**src/rtl/down_counter_timer.sv**
```systemverilog
`default_nettype none
// ============================================================================
//  Module      : down_counter_timer
//  Description : Loadable, prescaled down-counter. Counts from a programmed
//                value toward zero and emits a one-cycle terminal-count
//                pulse, in one-shot or auto-reload mode. Used to time fixed
//                intervals such as porch, sync and blanking widths.
//  Revision    : 1.0 - initial release
// ----------------------------------------------------------------------------
//  Ports
//    clk        in   rising-edge clock
//    rst_n      in   asynchronous, active-low reset
//    load       in   capture load_value into count and reload register
//    load_value in   [BIT_WIDTH]      start / reload value
//    enable     in   low freezes count and prescaler
//    periodic   in   1 = auto-reload at terminal count, 0 = one-shot
//    prescale   in   [PRESCALE_WIDTH] tick every prescale+1 enabled cycles
//    q          out  [BIT_WIDTH]      current count
//    tc         out  registered terminal-count pulse, one cycle wide
//    busy       out  high while running
// ============================================================================
module down_counter_timer #(
    parameter int BIT_WIDTH      = 4,
    parameter int PRESCALE_WIDTH = 8
) (
    input  logic                      clk,
    input  logic                      rst_n,
    input  logic                      load,
    input  logic [BIT_WIDTH-1:0]      load_value,
    input  logic                      enable,
    input  logic                      periodic,
    input  logic [PRESCALE_WIDTH-1:0] prescale,
    output logic [BIT_WIDTH-1:0]      q,
    output logic                      tc,
    output logic                      busy
);

    localparam logic [BIT_WIDTH-1:0]      c_count_one = BIT_WIDTH'(1);
    localparam logic [PRESCALE_WIDTH-1:0] c_psc_one   = PRESCALE_WIDTH'(1);

    typedef enum logic [0:0] {
        ST_IDLE = 1'b0,
        ST_RUN  = 1'b1
    } state_t;

    state_t                    r_state;
    state_t                    w_state_nxt;
    logic [BIT_WIDTH-1:0]      r_count;
    logic [BIT_WIDTH-1:0]      w_count_nxt;
    logic [BIT_WIDTH-1:0]      r_reload;
    logic [BIT_WIDTH-1:0]      w_reload_nxt;
    logic [PRESCALE_WIDTH-1:0] r_presc;
    logic [PRESCALE_WIDTH-1:0] w_presc_nxt;
    logic                      r_tc;
    logic                      w_tc_nxt;

    always_ff @(posedge clk or negedge rst_n) begin
        if (!rst_n) begin
            r_state  <= ST_IDLE;
            r_count  <= '0;
            r_reload <= '0;
            r_presc  <= '0;
            r_tc     <= 1'b0;
        end else begin
            r_state  <= w_state_nxt;
            r_count  <= w_count_nxt;
            r_reload <= w_reload_nxt;
            r_presc  <= w_presc_nxt;
            r_tc     <= w_tc_nxt;
        end
    end

    always_comb begin
        w_state_nxt  = r_state;
        w_count_nxt  = r_count;
        w_reload_nxt = r_reload;
        w_presc_nxt  = r_presc;
        w_tc_nxt     = 1'b0;

        if (load) begin
            // Load overrides everything, including a coincident terminal tick.
            w_count_nxt  = load_value;
            w_reload_nxt = load_value;
            w_presc_nxt  = '0;
            w_state_nxt  = (load_value != '0) ? ST_RUN : ST_IDLE;
        end else if (r_state == ST_RUN && enable) begin
            // >= rather than == so that lowering prescale mid-interval ticks
            // on the next cycle instead of running the prescaler to wrap.
            if (r_presc >= prescale) begin
                w_presc_nxt = '0;
                if (r_count > c_count_one) begin
                    w_count_nxt = r_count - c_count_one;
                end else if (r_count == c_count_one) begin
                    w_tc_nxt = 1'b1;
                    if (periodic) begin
                        w_count_nxt = r_reload;
                    end else begin
                        w_count_nxt = '0;
                        w_state_nxt = ST_IDLE;
                    end
                end else begin
                    // Count of zero while running is unreachable; park safely.
                    w_state_nxt = ST_IDLE;
                end
            end else begin
                w_presc_nxt = r_presc + c_psc_one;
            end
        end
    end

    assign q    = r_count;
    assign tc   = r_tc;
    assign busy = (r_state == ST_RUN);

endmodule
`default_nettype wire

```
**config.mk**
```make
export PLATFORM = sky130hd
export DESIGN_NAME = down_counter_timer
export DESIGN_NICKNAME = d
export VERILOG_FILES = /design/src/rtl/down_counter_timer.sv
export SDC_FILE = /design/constraint.sdc
export NUM_CORES = 1
export LEC_CHECK = 0
export ABC_AREA = 1
export BUFFER_PORTS_ARGS = -buffer_cell sky130_fd_sc_hd__buf_4
export CORE_ASPECT_RATIO = 0.7
export CORE_MARGIN = 1.5
export CORE_UTILIZATION = 35
export CTS_CLUSTER_DIAMETER = 40
export CTS_CLUSTER_SIZE = 20
export DETAILED_ROUTE_END_ITERATION = 10
export GPL_TIMING_DRIVEN = 0
export PLACE_DENSITY_LB_ADDON = 0.1
export SYNTH_ARGS = -nofsm -noshare
export SYNTH_HDL_FRONTEND = slang
export SYNTH_SLANG_ARGS = --single-unit
```
**constraint.sdc**
```tcl
create_clock -name clk -period 2.6 [get_ports clk]
set_input_delay 0.13 -clock clk [delete_from_list [all_inputs] [get_ports clk]]
set_output_delay 0.13 -clock clk [all_outputs]
set_load 0.02 [all_outputs]
```
Yosys cells after proc, flatten, opt, wreduce, memory -nomap -nowiden. Cells that the tools add are included.

Eq/ne operators: 3. Add/subtract/negate cells: 2. Muxes and demuxes: 21. Order comparisons: 2. Reduce and logical (&&, ||, !) cells: 7.

Operators by type and width (number): 4-bit 2-to-1 mux (6); 8-bit 2-to-1 mux (3); 1-bit 2-to-1 mux (12); 8-bit by 1-bit adder with 8-bit output (second input constant) (1); 8-bit >= comparator (1); 4-bit by 1-bit == test with 1-bit output (second input constant) (1); 4-bit by 1-bit greater-than comparator with 1-bit output (second input constant) (1); 4-bit AND reduction (1); 2-bit nonzero test (2); 4-bit nonzero test (1); 4-bit by 1-bit subtractor with 4-bit output (second input constant) (1); 3-bit inequality test (second input constant) (1); 3-bit AND reduction (1); 3-bit nonzero test (1); 2-bit inequality test (second input constant) (1); 1-bit logical AND (1).

Register bits after elaboration: 18. Input port bits: 17. Logic and storage cells: 40. Output and inout port bits: 6.

Depth between registers and ports, before layout.
Depth in word-level cells: 6. Gate-level depth with buffers: 12. Gate-level depth less buffers: 12.

Worst setup path after synthesis. OpenSTA, ideal clock, no wires.

Path kind: flip-flop to flip-flop. Start point: register r_count[0] (netlist: q[0]). End point: register r_count[2] (netlist: q[2]). Data required time: 2481 ps. Library setup time: 119 ps. Arrival: 1387 ps. Buffers on the path: 0. Cell stages (with the launch flop): 9. Period minus slack after synthesis: 1506 ps. Setup slack: 1094 ps. Path through: dfrtp_1 inv_1 ha_1 o21ai_2 nand2_1 o211ai_1 nand2_1 nand3_1 nand2_1.

Longest elaborated chain between the ends: 5. Elaborated cells on any way between the ends: 9. Those cells by class: 1 x add/sub; 1 x order compare; 1 x eq/ne; 4 x mux; 2 x reduce/logical.

Ends and longest elaborated chain: start, declared (line 48) `logic [BIT_WIDTH-1:0] r_count;`; start signal, assigned (line 66) `r_count <= w_count_nxt;`; 4-bit by 1-bit subtractor with 4-bit output / 4-bit by 1-bit greater-than comparator with 1-bit output (equally long branches) (line 92, 91); 4-bit 2-to-1 mux (line 91) `if (r_count > c_count_one) begin`; 4-bit 2-to-1 mux (line 89) `if (r_presc >= prescale) begin`; 4-bit 2-to-1 mux (line 86) `end else if (r_state == ST_RUN && enable) begin`; 4-bit 2-to-1 mux (line 80) `if (load) begin`.

Parallel ways exist; a longest one is shown, timed or not. The select of a mux whose other input is x is not followed. A chain may end at the register's enable or synchronous reset.

Worst setup path in the final report.
Start point: register r_presc[7]. End point: register r_count[3] (netlist: q[3]).

Longest elaborated chain between the ends: 3.

Ends and longest elaborated chain: start, declared (line 52) `logic [PRESCALE_WIDTH-1:0] r_presc;`; start signal, assigned (line 68) `r_presc <= w_presc_nxt;`; 8-bit >= comparator (line 89); 2-bit nonzero test (no source line); 3-bit AND reduction (no source line).

No other way between the ends.

==> metrics.cfg <==
[status]
outcome=complete, no violations

[place]
globalplace.congestion=0.859
io_buffers=21
dp_hpwl_mm=2.38
place_inst=243

[power_and_ir_drop]
finalPower_uw=949
power_leakage_nw=0.854
seq_power_share_pct=37.8
pwr-share-clk_pct=20.5
p_int_uw=576
p_sw_uw=373
p_comb_share_pct=41.8
power_density_nw_per_um2=596
vdd_drop_max_v=0.000254
p_sw_share_pct=39.3

[setup_path]
critPathRequiredTime_ps=2750
r2r_slack_ps=920
criticalPathCategory=flop to flop
start_kind=flop
crit_end=q[3]
startpoint=r_presc[7]
crit_path_max_fanout=10
r2r-start=r_presc[7]
worstPathArrival_ps=1830
r2r-end=q[3]
ff2ff_path_depth=7
endpoint_kind=flop

[cells_and_area]
diodes=0
nets=227
area_growth_pct=20.6
instances_no_fill=247
drive_above_1_share_pct=21.8

[floorplanning]
io_pins=23
dieArea_um2=4150
num_rows=18
die_x_um=76.4
initial_core_util_pct=37.1
core_um2=3560
die_h_um=54.4

[sta]
period_minus_slack_ps=1680
maxSlewHeadroom_pct=82.1
fmaxAchievable_ghz=0.596
worst_pin_slew_ps=265
holdWs_ps=105
finalSetupViolCount=0
finClkSkew_ps=3.43
rsz0062_at_grt=false
setup_tns_ps=0
hold_violations=0
fin_crit_sh_pct=64.5
slew_viol_final=0

[clock_network]
post-cts-setup-buffer-count=0
ctsResizeCount=0
cts_hold_buf=1
cts_inserted_buffers=3
cts.clk_slew.worst_paths_ps=70
clock_sinks=18
cts.path.max_buffers=2
cts_root_buffer=clkbuf_8
worstSkewPairLatency_ps=250
htree_levels=1
cts_tree=built

[synth]
synthArstFlopShare_pct=100
synth_fp_nets=200
yosysSeqAreaShare_pct=34.1
synth_top_area_share_pct=34.1
ys_seq_elements=18
yosysMostFrequentCell=nand2_1
syn_area_um2=1320
postSynthCellCount=172
netlist_top_cells_count=nand2_1, inv_1, nand3_1
synth_cell_type_count=29
yosys_warnings=0
synth_edf_count=0
synth_area_leader_cell=dfrtp_1
synth_ff_type=dfrtp_1
ys_top_cells_by_area=dfrtp_1, nand2_1, ha_1
synth.avg_cell_area_um2=7.67

[global_route]
grt_pass1_vias=1101
grt_pass1_wl_mm=5.06
grt_overflow=0
grt_max_degree=19
grt_use_total_pct=16.0
grt_antenna_before_repair=0

[detailed_routing]
drc=0
drt_iter0_markers=62
wl_mm=2.91
vias=1171
post_drt_wl_per_cell_um=11.8
first_pass_iters=5
routed_via_density=4.74
postRouteAntennaNets=0

[flow_run]
max_cap_viol_count=0

[min_path]
hold_path.class=primary input to flop

==> power groups by stage <==
stage                     clock network (mW)  registers (mW)  logic (mW)
after CTS                              0.200           0.358       0.394
after detailed placement                   0           0.363       0.390
after global routing                   0.214           0.365       0.450
after floorplan                            0           0.383       0.248
after global placement                     0           0.360       0.385
final                                  0.194           0.358       0.397
==> how the worst min path moves through the flow <==
stage	startpoint	to	cells after the start
2_1_floorplan	rst_n	busy	0
3_5_place_dp	rst_n	r_presc[1]	1
5_1_grt	load_value[3]	busy	3
3_3_place_gp	rst_n	r_presc[0]	1
6_report	load_value[3]	busy	3
4_1_cts	load_value[3]	busy	3
==> stage by stage <==
| stage | worst slack, ps | cell area, um2 | utilization [%] |
|---|---|---|---|
| after floorplan | 1090 | 1320 | - |
| after global placement | 922 | 1540 | 43.3 |
| after detailed placement | 917 | 1540 | 43.3 |
| after CTS | 904 | 1590 | 44.7 |
| after global routing | 739 | 1590 | 44.7 |
| final | 922 | 1590 | 44.7 |
==> area by class of cell <==
| class | count | area (um2) |
|---|---|---|
| repair buffers | 22 | 168 |
| fillers | 381 | 1970 |
| flip-flops and latches | 18 | 450 |
| well taps | 50 | 62.6 |
| clock buffers | 3 | 41.3 |
| inverters | 28 | 113 |
| plain buffers | 4 | 35.0 |
| multi-input cells | 122 | 722 |
==> critical path: stages (launching register included) <==
cell	delay [ps]
dfrtp_1	400
ha_1	300
a21o_1	190
nor2_1	190
nand4_1	170
buf_6	180
nand3_1	90
nand2_1	50
==> logic make-up (layout without fill, tap and decap cells) <==
family,after synthesis,in the layout,synth area share [%]
AOI/OAI and AO/OA,14,14,7.01
adders and majority gates,11,11,10.4
DFF,18,18,34.1
xor gates and xnor gates,5,5,3.32
buffers and inverters,32,57,11.2
and+or+nand+nor,92,92,33.9
==> cell usage in the layout, fill, tap and decap left out, types with 3 or more instances in the layout <==
cell type	instances
inv_1	25
buf_4	22
clkbuf_8	3
nor2_1	4
nand3_1	19
nand2_1	49
a21oi_1	6
xor2_1	3
nor2_2	3
dfrtp_1	18
nor3_1	3
nand4_1	8
ha_1	11
==> state kept, by name, summed over array words and instances, names as in the netlist <==
| signal | count |
|---|---|
| busy | 1 |
| r_presc | 8 |
| tc | 1 |
| q | 4 |
| r_reload | 4 |
==> per-layer routing <==
layer	wire [um]	global-route usage [%]
met2	1170	24.6
met3	129	4.33
met4	10	2.47
met1	1600	23.0
met5	0	0
Power figures use the tool's default switching activity.
